### src/rtl/change_dispenser.sv
// Greedy change dispenser: pays a refund back as single-cycle coin pulses,
// largest denomination first, limited by per-denomination coin stock.
module change_dispenser #(
  parameter int AMT_W      = 8,
  parameter int STOCK_W    = 6,
  parameter int INIT_STOCK = 8,
  parameter int GAP_CYC    = 1
) (
  input  logic             rst,
  input  logic             clk,
  input  logic             refund_req,
  input  logic [AMT_W-1:0] refund_amt,
  input  logic             restock,
  output logic             busy,
  output logic [2:0]       coin_out,
  output logic             done,
  output logic             short,
  output logic [AMT_W-1:0] remain_out
);

  localparam int GAP_W = (GAP_CYC > 1) ? $clog2(GAP_CYC) : 1;

  typedef enum logic [2:0] {IDLE, PICK, EMIT, GAP, FINISH} state_t;

  state_t             state;
  logic [AMT_W-1:0]   remain;
  logic [GAP_W-1:0]   gap_cnt;
  logic [STOCK_W-1:0] stock [4];
  logic               found;
  logic [1:0]         pick_idx;

  // Index 0..3 maps to CNY_0p5, CNY_1, CNY_5, CNY_10; coin code is index+1.
  function automatic logic [AMT_W-1:0] coin_val(input logic [1:0] idx);
    case (idx)
      2'd0:    coin_val = AMT_W'(1);
      2'd1:    coin_val = AMT_W'(2);
      2'd2:    coin_val = AMT_W'(10);
      default: coin_val = AMT_W'(20);
    endcase
  endfunction

  // Ascending scan so the largest eligible denomination wins.
  always_comb begin
    found    = 1'b0;
    pick_idx = '0;
    for (int unsigned i = 0; i < 4; i++) begin
      if (coin_val(2'(i)) <= remain && stock[i] != '0) begin
        found    = 1'b1;
        pick_idx = 2'(i);
      end
    end
  end

  always_ff @(posedge clk) begin
    if (rst) begin
      state      <= IDLE;
      busy       <= 1'b0;
      coin_out   <= '0;
      done       <= 1'b0;
      short      <= 1'b0;
      remain_out <= '0;
      remain     <= '0;
      gap_cnt    <= '0;
      for (int unsigned i = 0; i < 4; i++) stock[i] <= STOCK_W'(INIT_STOCK);
    end else begin
      case (state)
        IDLE: begin
          if (restock)
            for (int unsigned i = 0; i < 4; i++) stock[i] <= STOCK_W'(INIT_STOCK);
          if (refund_req) begin
            remain <= refund_amt;
            short  <= 1'b0;
            busy   <= 1'b1;
            state  <= PICK;
          end
        end
        PICK: begin
          if (remain == '0 || !found) begin
            short      <= (remain != '0);
            done       <= 1'b1;
            remain_out <= remain;
            state      <= FINISH;
          end else begin
            coin_out        <= 3'(pick_idx) + 3'd1;
            remain          <= remain - coin_val(pick_idx);
            stock[pick_idx] <= stock[pick_idx] - STOCK_W'(1);
            state           <= EMIT;
          end
        end
        EMIT: begin
          coin_out <= '0;
          gap_cnt  <= GAP_W'(GAP_CYC - 1);
          state    <= GAP;
        end
        GAP: begin
          if (gap_cnt == '0) state <= PICK;
          else gap_cnt <= gap_cnt - GAP_W'(1);
        end
        FINISH: begin
          done  <= 1'b0;
          busy  <= 1'b0;
          state <= IDLE;
        end
        default: state <= IDLE;
      endcase
    end
  end

endmodule

### config.mk
export PLATFORM = sky130hd
export DESIGN_NAME = change_dispenser
export DESIGN_NICKNAME = d
export VERILOG_FILES = /design/src/rtl/change_dispenser.sv
export SDC_FILE = /design/constraint.sdc
export NUM_CORES = 1
export LEC_CHECK = 0
export ABC_AREA = 1
export BUFFER_PORTS_ARGS = -buffer_cell sky130_fd_sc_hd__buf_2
export CORE_MARGIN = 2
export CORE_UTILIZATION = 65
export CTS_BUF_LIST = sky130_fd_sc_hd__clkbuf_8
export DETAILED_ROUTE_END_ITERATION = 6
export HOLD_SLACK_MARGIN = 0.03
export PLACE_DENSITY = 0.86
export SYNTH_ARGS = -nofsm -noshare
export SYNTH_HDL_FRONTEND = slang
export SYNTH_SLANG_ARGS = --single-unit
### constraint.sdc
create_clock -name clk -period 4.74 [get_ports clk]
set_input_delay 0.237 -clock clk [delete_from_list [all_inputs] [get_ports clk]]
set_output_delay 0.237 -clock clk [all_outputs]
set_load 0.03 [all_outputs]
==> flow_summary.json, run 1 <==
{
  "outcome": "finished clean",
  "n_fill_cell": 316,
  "antenna_left": 0,
  "antenna_found_initial": 0,
  "worst_pin_slew_ps": 385.5,
  "hold_ws_ps": 176.8,
  "grt_pass1_vias": 2276,
  "synth_fp_nets": 381,
  "drv_cap": 0,
  "syn_inst": 359,
  "fin_crit_ps": 2977,
  "yosysUniqueCellTypes": 30,
  "coreArea_sq_um": 4058,
  "fin_nets": 408,
  "wl_per_cell_um": 14.23,
  "grt_usage_pct": 27.23,
  "cts_resized": 0,
  "fin_ws_ps": 1763,
  "root_buffer": "clkbuf_8",
  "routed-wl-met3_um": 501,
  "place_worst_setup_slack_ps": 1907,
  "rrSetupSlack_ps": 1760,
  "slew_viol_final": 0,
  "final_util_pct": 74.56,
  "cts_buffers": 5,
  "avgSynthCellArea_sq_um": 7.723,
  "gp_congestion": 0.9548,
  "hold_path.class": "in -> reg",
  "hold_buffers": 0,
  "drive_gt1_share_pct": 16.54,
  "cts.reportedPaths.clkPinSlew_ps": 90,
  "port_buffers": 25,
  "holdPathStages": 3,
  "post-cts-setup-buffer-count": 0,
  "initial_core_util_pct": 68.33,
  "hold_start": "refund_req",
  "fmax_mhz": 335.9,
  "clk_path_buf_depth": 2,
  "globalRouteOverflowTotal": 0,
  "drt-pass1-iter-count": 5,
  "routed-wl-met2_um": 2884,
  "post-route-period-util_pct": 62.81,
  "dieArea_sq_um": 4804,
  "whs_endpoint": "busy",
  "dpl.hpwl_um": 4560,
  "cts_max_level": 2,
  "grt_max_degree": 20,
  "antenna_cells": 0,
  "rr_startpoint": "remain[2]",
  "cts_tree": "done",
  "worstRegToRegCells": 18,
  "ys_ff_latch": 49,
  "crit_fanout": 15,
  "initialDrtViolationCount": 237,
  "via_count": 2459,
  "clock_skew_ps": 6.540,
  "drc_errors": 0,
  "die-height_um": 69.31,
  "cts.sinks": 49,
  "cp_data_arrival_time_ps": 3190,
  "rsz0062_at_grt": "false",
  "hold_violations": 0,
  "slew_headroom_pct": 74.03,
  "num_rows": 23,
  "setup_viol_count_final": 0,
  "crit_type": "reg -> reg",
  "required_ps": 4950,
  "reg2reg_to": "remain[6]",
  "ys_warn_count": 0,
  "tns_ps": 0,
  "top_layer": "met4",
  "ys_seq_area_share_pct": 44.04,
  "syn_area_sq_um": 2773,
  "io_pins": 26,
  "insertion_delay_ps": 310,
  "die_w_um": 69.31,
  "drt_wl_total_um": 6219,
  "grt_pass1_wl_um": 10550,
  "wl_met1_um": 2754,
  "syn_to_final_growth_pct": 9.115,
  "end_kind": "flip-flop",
  "cp-start-kind": "flip-flop",
  "avgViaCountPerCell": 5.627
}
## cells by family after synthesis
logic type	share of synthesized area [%]
flip-flops	44.04
XOR/XNOR	0.6319
buffers and inverters	7.987
AND/OR/NAND/NOR	30.14
AO/OA/AOI/OAI	12.41
adder cells (fa/ha/maj)	4.783
## layout make-up
cell class                      count  area (sq um)  area share [%]
Sequential cell                    49          1221           40.36
Multi-Input combinational cell    256          1330           43.96
Inverter                           48         182.7           6.038
Tap cell                           50         62.56           2.068
Timing Repair Buffer               26         132.6           4.384
Clock buffer                        6         82.58           2.730
Clock inverter                      2         13.76          0.4549
## worst max-delay path by stage
stage,from,depth (start not counted),end
2_1_floorplan,remain[5],20,remain[6]
3_3_place_gp,remain[6],20,remain[6]
3_5_place_dp,remain[2],18,remain[6]
4_1_cts,remain[2],18,remain[6]
5_1_grt,remain[2],18,remain[6]
6_report,remain[2],18,remain[6]
## routing by layer
layer	GRT usage [%]	vias up
met4	8.715	0
met2	42.09	94
met1	38.72	1123
li1	-	1234
met5	0	-
met3	5.233	8
## flip-flops by register name, indices dropped and copies added, names as in the netlist
| signal | cells |
|---|---|
| short | 1 |
| coin_out | 3 |
| stock | 24 |
| done | 1 |
| state | 3 |
| busy | 1 |
| remain_out | 8 |
| remain | 8 |
## Yosys cell counts, drive strengths merged
master / count / area, sq um
ha: 9 / 112.6
dfxtp: 25 / 500.5
a21oi: 23 / 115.1
nor2: 67 / 290.3
nor3: 2 / 10.01
a211oi: 1 / 7.510
nand3b: 2 / 15.01
clkbuf: 3 / 11.26
buf: 3 / 27.52
o21ai: 31 / 155.2
or2: 3 / 18.77
inv: 48 / 182.7
nand2: 78 / 342.8
a21boi: 1 / 18.77
o211a: 1 / 10.01
xor2: 2 / 17.52
nand3: 23 / 115.1
nand4: 7 / 43.79
fa: 1 / 20.02
o211ai: 5 / 37.54
edfxtp: 24 / 720.7
## metrics by stage
step                      instances  cell area [sq um]
after floorplan                 359               2773
final                           437               3025
after CTS                       437               3025
after global placement          429               2929
after detailed placement        429               2929
after global routing            437               3025
## cells in the final DEF (no fill, tap or decap), types with 6 or more instances in the layout
master and count:
nand3_1 23, a21oi_1 23, buf_2 25, nand2_2 11
ha_1 9, o21ai_1 6, nor2_1 61, inv_1 42
nand4_1 7, o21ai_0 25, nand2_1 64, clkbuf_8 6
dfxtp_1 25, edfxtp_1 24
## worst max-delay path, stage by stage (launching register included)
cell and delay (ps):
dfxtp_1 400, o21ai_0 300, nand2_2 120, nand2_4 180
nand2_2 120, nand2_2 170, ha_1 180, ha_1 140
inv_1 70, fa_1 390, nand2_1 100, nand2_1 50
a21oi_1 150, or2_2 150, nand3_1 70, nand2_1 60
o21ai_0 70, nor2_1 100, nor2_1 50
Power of run 1 is left out: the tool's default activity adds up to more than one toggle a clock period on the data nets, which glitch-free logic cannot reach.
==> run 2, diff against run 1 <==
--- a/config.mk
+++ b/config.mk
@@ -8,11 +8,11 @@
 export ABC_AREA = 1
 export BUFFER_PORTS_ARGS = -buffer_cell sky130_fd_sc_hd__buf_2
 export CORE_MARGIN = 2
-export CORE_UTILIZATION = 65
+export CORE_UTILIZATION = 61
 export CTS_BUF_LIST = sky130_fd_sc_hd__clkbuf_8
 export DETAILED_ROUTE_END_ITERATION = 6
 export HOLD_SLACK_MARGIN = 0.03
-export PLACE_DENSITY = 0.86
+export PLACE_DENSITY = 0.82
 export SYNTH_ARGS = -nofsm -noshare
 export SYNTH_HDL_FRONTEND = slang
 export SYNTH_SLANG_ARGS = --single-unit
==> constraint.sdc (replaced) <==
create_clock -name clk -period 2.75 [get_ports clk]
set_input_delay 0.1375 -clock clk [delete_from_list [all_inputs] [get_ports clk]]
set_output_delay 0.1375 -clock clk [all_outputs]
set_load 0.03 [all_outputs]
==> run 2 against run 1 <==
- the flow now finishes with violations (negative setup slack)
- count of clock-buffer cells in the layout is 1 lower
- global-route usage is 0.45 points lower
- flip-flop and latch count stayed put
- wire length grew 18%
- maximum frequency increased by 6.8%
- register-to-register slack worse by 1800 ps
- core utilization up 0.095 points
- critical path type unchanged
- largest cell class unchanged
==> flow_summary.json, run 2 (synthesized netlist as in run 1, its figures left out) <==
{
  "outcome": "finished, violations left",
  "failed_checks": "negative setup slack",
  "initial_core_util_pct": 63.68,
  "grt_pass1_wl_um": 10720,
  "crit_fanout": 5,
  "slew_viol_final": 0,
  "clk_path_buf_depth": 2,
  "rr_startpoint": "stock[3][3]",
  "hold_path.class": "in -> reg",
  "dieArea_sq_um": 5101,
  "post-route-period-util_pct": 101.4,
  "cp_slowest_cell": "edfxtp_1",
  "hold_start": "refund_req",
  "globalRouteOverflowTotal": 0,
  "crit_chain": "nor2_1 -> nand3_2 -> nand2_4 -> nand2_4 -> nand2_2 -> ha_2 -> ha_2 -> inv_2 -> fa_2 -> nand2_2 -> nand2_1 -> a21oi_2 -> or2_4 -> nand3_1 -> nand2_1 -> o21ai_1 -> nor2_1 -> nor2_1",
  "cts_tree": "done",
  "grt_pass1_vias": 2296,
  "critPathLaunch": "stock[3][3]",
  "drc_errors": 0,
  "cp_data_arrival_time_ps": 2990,
  "drt-pass1-iter-count": 7,
  "cp-endpoint": "remain[6]",
  "tns_ps": -37.40,
  "fin_crit_ps": 2787,
  "dpl.hpwl_um": 4807,
  "drive_gt1_share_pct": 25.50,
  "final_common_cell": "nand2_1",
  "drt_wl_total_um": 7314,
  "cts_buffers": 5,
  "num_rows": 24,
  "fmax_mhz": 358.8,
  "largest_reg_flops": 24,
  "drv_cap": 0,
  "rrSetupSlack_ps": -40,
  "slew_headroom_pct": 70.76,
  "io_pins": 26,
  "required_ps": 2950,
  "final_util_pct": 74.66,
  "reg_top3": "stock: 24 flops, remain: 8 flops, remain_out: 8 flops",
  "layout_common_cells": "nand2_1, nor2_1, inv_1, buf_2, edfxtp_1",
  "coreArea_sq_um": 4354,
  "gp_congestion": 0.9464,
  "cts.sinks": 49,
  "grt_usage_pct": 26.78,
  "crit_type": "reg -> reg",
  "worstRegToRegCells": 18,
  "cp-start-kind": "flip-flop",
  "avgViaCountPerCell": 5.941,
  "wl_per_cell_um": 16.04,
  "top_register": "stock",
  "end_kind": "flip-flop",
  "cp_slowest_stage_delay_ps": 430,
  "hold_buffers": 0,
  "antenna_left": 0,
  "port_buffers": 25,
  "syn_to_final_growth_pct": 17.24,
  "cts.reportedPaths.clkPinSlew_ps": 90,
  "antenna_found_initial": 0,
  "root_buffer": "clkbuf_8",
  "crit_top_cell": "nor2_1",
  "die_w_um": 71.42,
  "antenna_cells": 0,
  "setup_viol_count_final": 1,
  "cts_max_level": 2,
  "clock_skew_ps": 9.993,
  "hold_violations": 0,
  "worst_pin_slew_ps": 435.3,
  "initialDrtViolationCount": 366,
  "die-height_um": 71.42,
  "fin_nets": 425,
  "reg2reg_to": "remain[6]",
  "via_count": 2709,
  "fin_ws_ps": -37.40,
  "insertion_delay_ps": 310,
  "grt_max_degree": 20
}
[run 2: cell types whose count changed in the layout (fill, tap and decap cells not counted), moves of 2 or more]
cell and delta:
inv_1 -2, dfxtp_2 +5, dfxtp_1 -7, o21ai_0 -2, nor2_1 -5, nand2_4 +3
ha_2 +2, nand2_1 -2, dfxtp_4 +2, buf_4 +17, nor2_2 +4, ha_1 -2
[run 2: worst min path at each step]
stage | end | slack [ps] | cells after the start
5_1_grt | busy | 110 | 3
6_report | busy | 90 | 3
3_5_place_dp | busy | 400 | 3
3_3_place_gp | busy | 380 | 3
4_1_cts | busy | 90 | 3
2_1_floorplan | busy | 280 | 2
[run 2: what timing repair did]
item                                   CTS  global route
endpoints found under the hold margin    0             0
buffers inserted                         0            15
resized for setup                        0            36
setup endpoints to repair                0             4
[run 2: critical path, delay by kind of cell (launching register included)]
family                   cells  cell delay (ps)
adder cells (fa/ha/maj)      3              720
buffers and inverters        1               60
AO/OA/AOI/OAI                2              210
flip-flops                   1              430
AND/OR/NAND/NOR             12             1240
[run 2: layout make-up]
class / instances / area (sq um)
inverters: 48 / 192.7
repair buffers: 43 / 260.3
clock inverters: 3 / 38.79
clock buffers: 5 / 68.82
fillers: 305 / 1104
multi-input cells: 256 / 1390
well taps: 52 / 65.06
flip-flops and latches: 49 / 1235
[run 2: through the flow]
step	setup slack (ps)	area [sq um]	cells	hold WS [ps]
2_1_floorplan	277.7	2773	359	282.2
3_3_place_gp	132.4	2947	433	380.0
3_5_place_dp	33.14	2947	433	405.0
4_1_cts	13.43	3054	441	89.18
5_1_grt	-169.2	3251	456	109.3
6_report	-37.40	3251	456	89.29
[run 2: metal layers]
metal	part of all wire, %	wire length, um	global-route usage [%]	vias to the layer above
li1	-	-	-	1272
met1	41	3014	38.30	1231
met2	47	3436	41.15	170
met5	0	0	0	-
met3	8.3	605	4.360	36
met4	3.5	257	10.06	0
Power of run 2 is left out for the same reason.
==> run 3, diff against run 2 <==
==> constraint.sdc (replaced) <==
create_clock -name clk -period 3.2 [get_ports clk]
set_input_delay 0.16 -clock clk [delete_from_list [all_inputs] [get_ports clk]]
set_output_delay 0.16 -clock clk [all_outputs]
set_load 0.03 [all_outputs]
==> run 3 against run 2 <==
- via count decreased by 9.9%
- flip-flop and latch count unchanged
- setup slack improved by 360 ps
- core utilization shrank 5.4 points
- the flow now finishes without violations
- cell area shrank 7.2%
==> flow_summary.json, run 3 (synthesized netlist as in run 1, its figures left out) <==
{
  "antenna_left": 0,
  "rsz0062_at_grt": "false",
  "post-cts-setup-buffer-count": 0,
  "clk_path_buf_depth": 2,
  "drc_errors": 0,
  "end_kind": "flip-flop",
  "root_buffer": "clkbuf_8",
  "num_rows": 24,
  "gp_congestion": 1.028,
  "syn_to_final_growth_pct": 8.754,
  "drt-pass1-iter-count": 4,
  "dieArea_sq_um": 5101,
  "port_buffers": 25,
  "initial_core_util_pct": 63.68,
  "grt_max_degree": 20,
  "rrSetupSlack_ps": 320,
  "crit_chain": "o21ai_0 -> nand2_2 -> nand2_4 -> nand2_2 -> nand2_2 -> ha_1 -> ha_1 -> inv_1 -> fa_1 -> nand2_1 -> nand2_1 -> a21oi_1 -> or2_2 -> a21oi_1 -> o21ai_0 -> nor2_1 -> nor2_1",
  "cts_tree": "done",
  "initialDrtViolationCount": 237,
  "crit_type": "reg -> reg",
  "multiInputGateArea_sq_um": 1330,
  "outcome": "finished clean",
  "avgViaCountPerCell": 5.560,
  "cts.sinks": 49,
  "final_common_cell": "nand2_1",
  "hold_violations": 0,
  "fin_crit_ps": 2882,
  "globalRouteOverflowTotal": 0,
  "grt_pass1_vias": 2246,
  "grt_pass1_wl_um": 10150,
  "top_register": "stock",
  "hold_path.class": "in -> reg",
  "insertion_delay_ps": 310,
  "crit_fanout": 15,
  "cp-start-kind": "flip-flop",
  "grt_usage_pct": 25.43,
  "slew_viol_final": 0,
  "antenna_found_initial": 0,
  "die-height_um": 71.42,
  "required_ps": 3450,
  "io_pins": 26,
  "cp_data_arrival_time_ps": 3130,
  "cts.reportedPaths.clkPinSlew_ps": 90,
  "cts_max_level": 2,
  "cts_resized": 0,
  "n_fill_cell": 367,
  "worst_pin_slew_ps": 397.2,
  "reg_top3": "stock: 24 flops, remain: 8 flops, remain_out: 8 flops",
  "crit_top_cell": "nand2_2",
  "cts_buffers": 5,
  "largest_reg_flops": 24,
  "slew_headroom_pct": 73.24,
  "cp_slowest_cell": "dfxtp_1",
  "drv_cap": 0,
  "drive_gt1_share_pct": 16.02,
  "path_buf_inv": 1,
  "wl_per_cell_um": 13.67,
  "regArea_sq_um": 1221,
  "crit_family": "simple AND/OR/NAND/NOR gates",
  "antenna_cells": 0,
  "dpl.hpwl_um": 4569,
  "via_count": 2441,
  "hold_buffers": 0,
  "tns_ps": 0,
  "clock_skew_ps": 10.75,
  "drt_wl_total_um": 6000,
  "layout_common_cells": "nand2_1, nor2_1, inv_1",
  "fmax_mhz": 347.0,
  "die_w_um": 71.42,
  "fin_nets": 408,
  "cp_slowest_stage_delay_ps": 390,
  "post-route-period-util_pct": 90.05,
  "setup_viol_count_final": 0,
  "coreArea_sq_um": 4354
}
run 3: cell types whose count changed in the layout (fill, tap and decap cells not counted), moves of 2 or more:
cell / change
dfxtp_1: +7
buf_4: -17
ha_1: +2
nand2_4: -3
ha_2: -2
dfxtp_4: -2
nand2_1: +2
inv_1: +4
o21ai_0: +2
nor2_2: -4
dfxtp_2: -5
nor2_1: +5
run 3: worst paths after layout:
kind / to / startpoint / cells past startpoint
hold / removal: busy / refund_req / 3
setup / recovery: remain[6] / remain[2] / 17
setup reg to reg: remain[6] / remain[2] / 17
hold reg to reg: done / done / 2
run 3: final cells by class:
| type | instances | share of cell area (%) |
|---|---|---|
| Sequential cell | 49 | 40.50 |
| Tap cell | 52 | 2.158 |
| Clock buffer | 5 | 2.282 |
| Inverter | 48 | 6.058 |
| Clock inverter | 3 | 0.4979 |
| Multi-Input combinational cell | 256 | 44.11 |
| Timing Repair Buffer | 26 | 4.398 |
run 3: worst reg2reg max path, stage by stage (launching register included):
cell and delay (ps):
dfxtp_1 390, o21ai_0 250, nand2_2 110, nand2_4 180, nand2_2 120, nand2_2 150, ha_1 160, ha_1 130
inv_1 60, fa_1 390, nand2_1 110, nand2_1 70, a21oi_1 150, or2_2 150, a21oi_1 60, o21ai_0 160
nor2_1 70, nor2_1 110
run 3: metrics by stage:
stage / instances / utilization, % / hold WS, ps / setup slack, ps / cell area, sq um
after global routing: 439 / 69.25 / 118.1 / 66.93 / 3015
after floorplan: 359 / - / 304.7 / 727.7 / 2773
after global placement: 431 / 67.33 / 403.4 / 533.6 / 2932
after detailed placement: 431 / 67.33 / 409.2 / 407.9 / 2932
after CTS: 439 / 69.25 / 92.70 / 345.2 / 3015
final: 439 / 69.25 / 98.49 / 318.5 / 3015
run 3: per-layer routing:
layer  global-route usage (%)  share of wire [%]
met3                    4.782                5.7
met5                        0                  0
met4                    10.48                2.3
met1                    36.11                 47
met2                    38.48                 45
Power of run 3 is left out for the same reason.
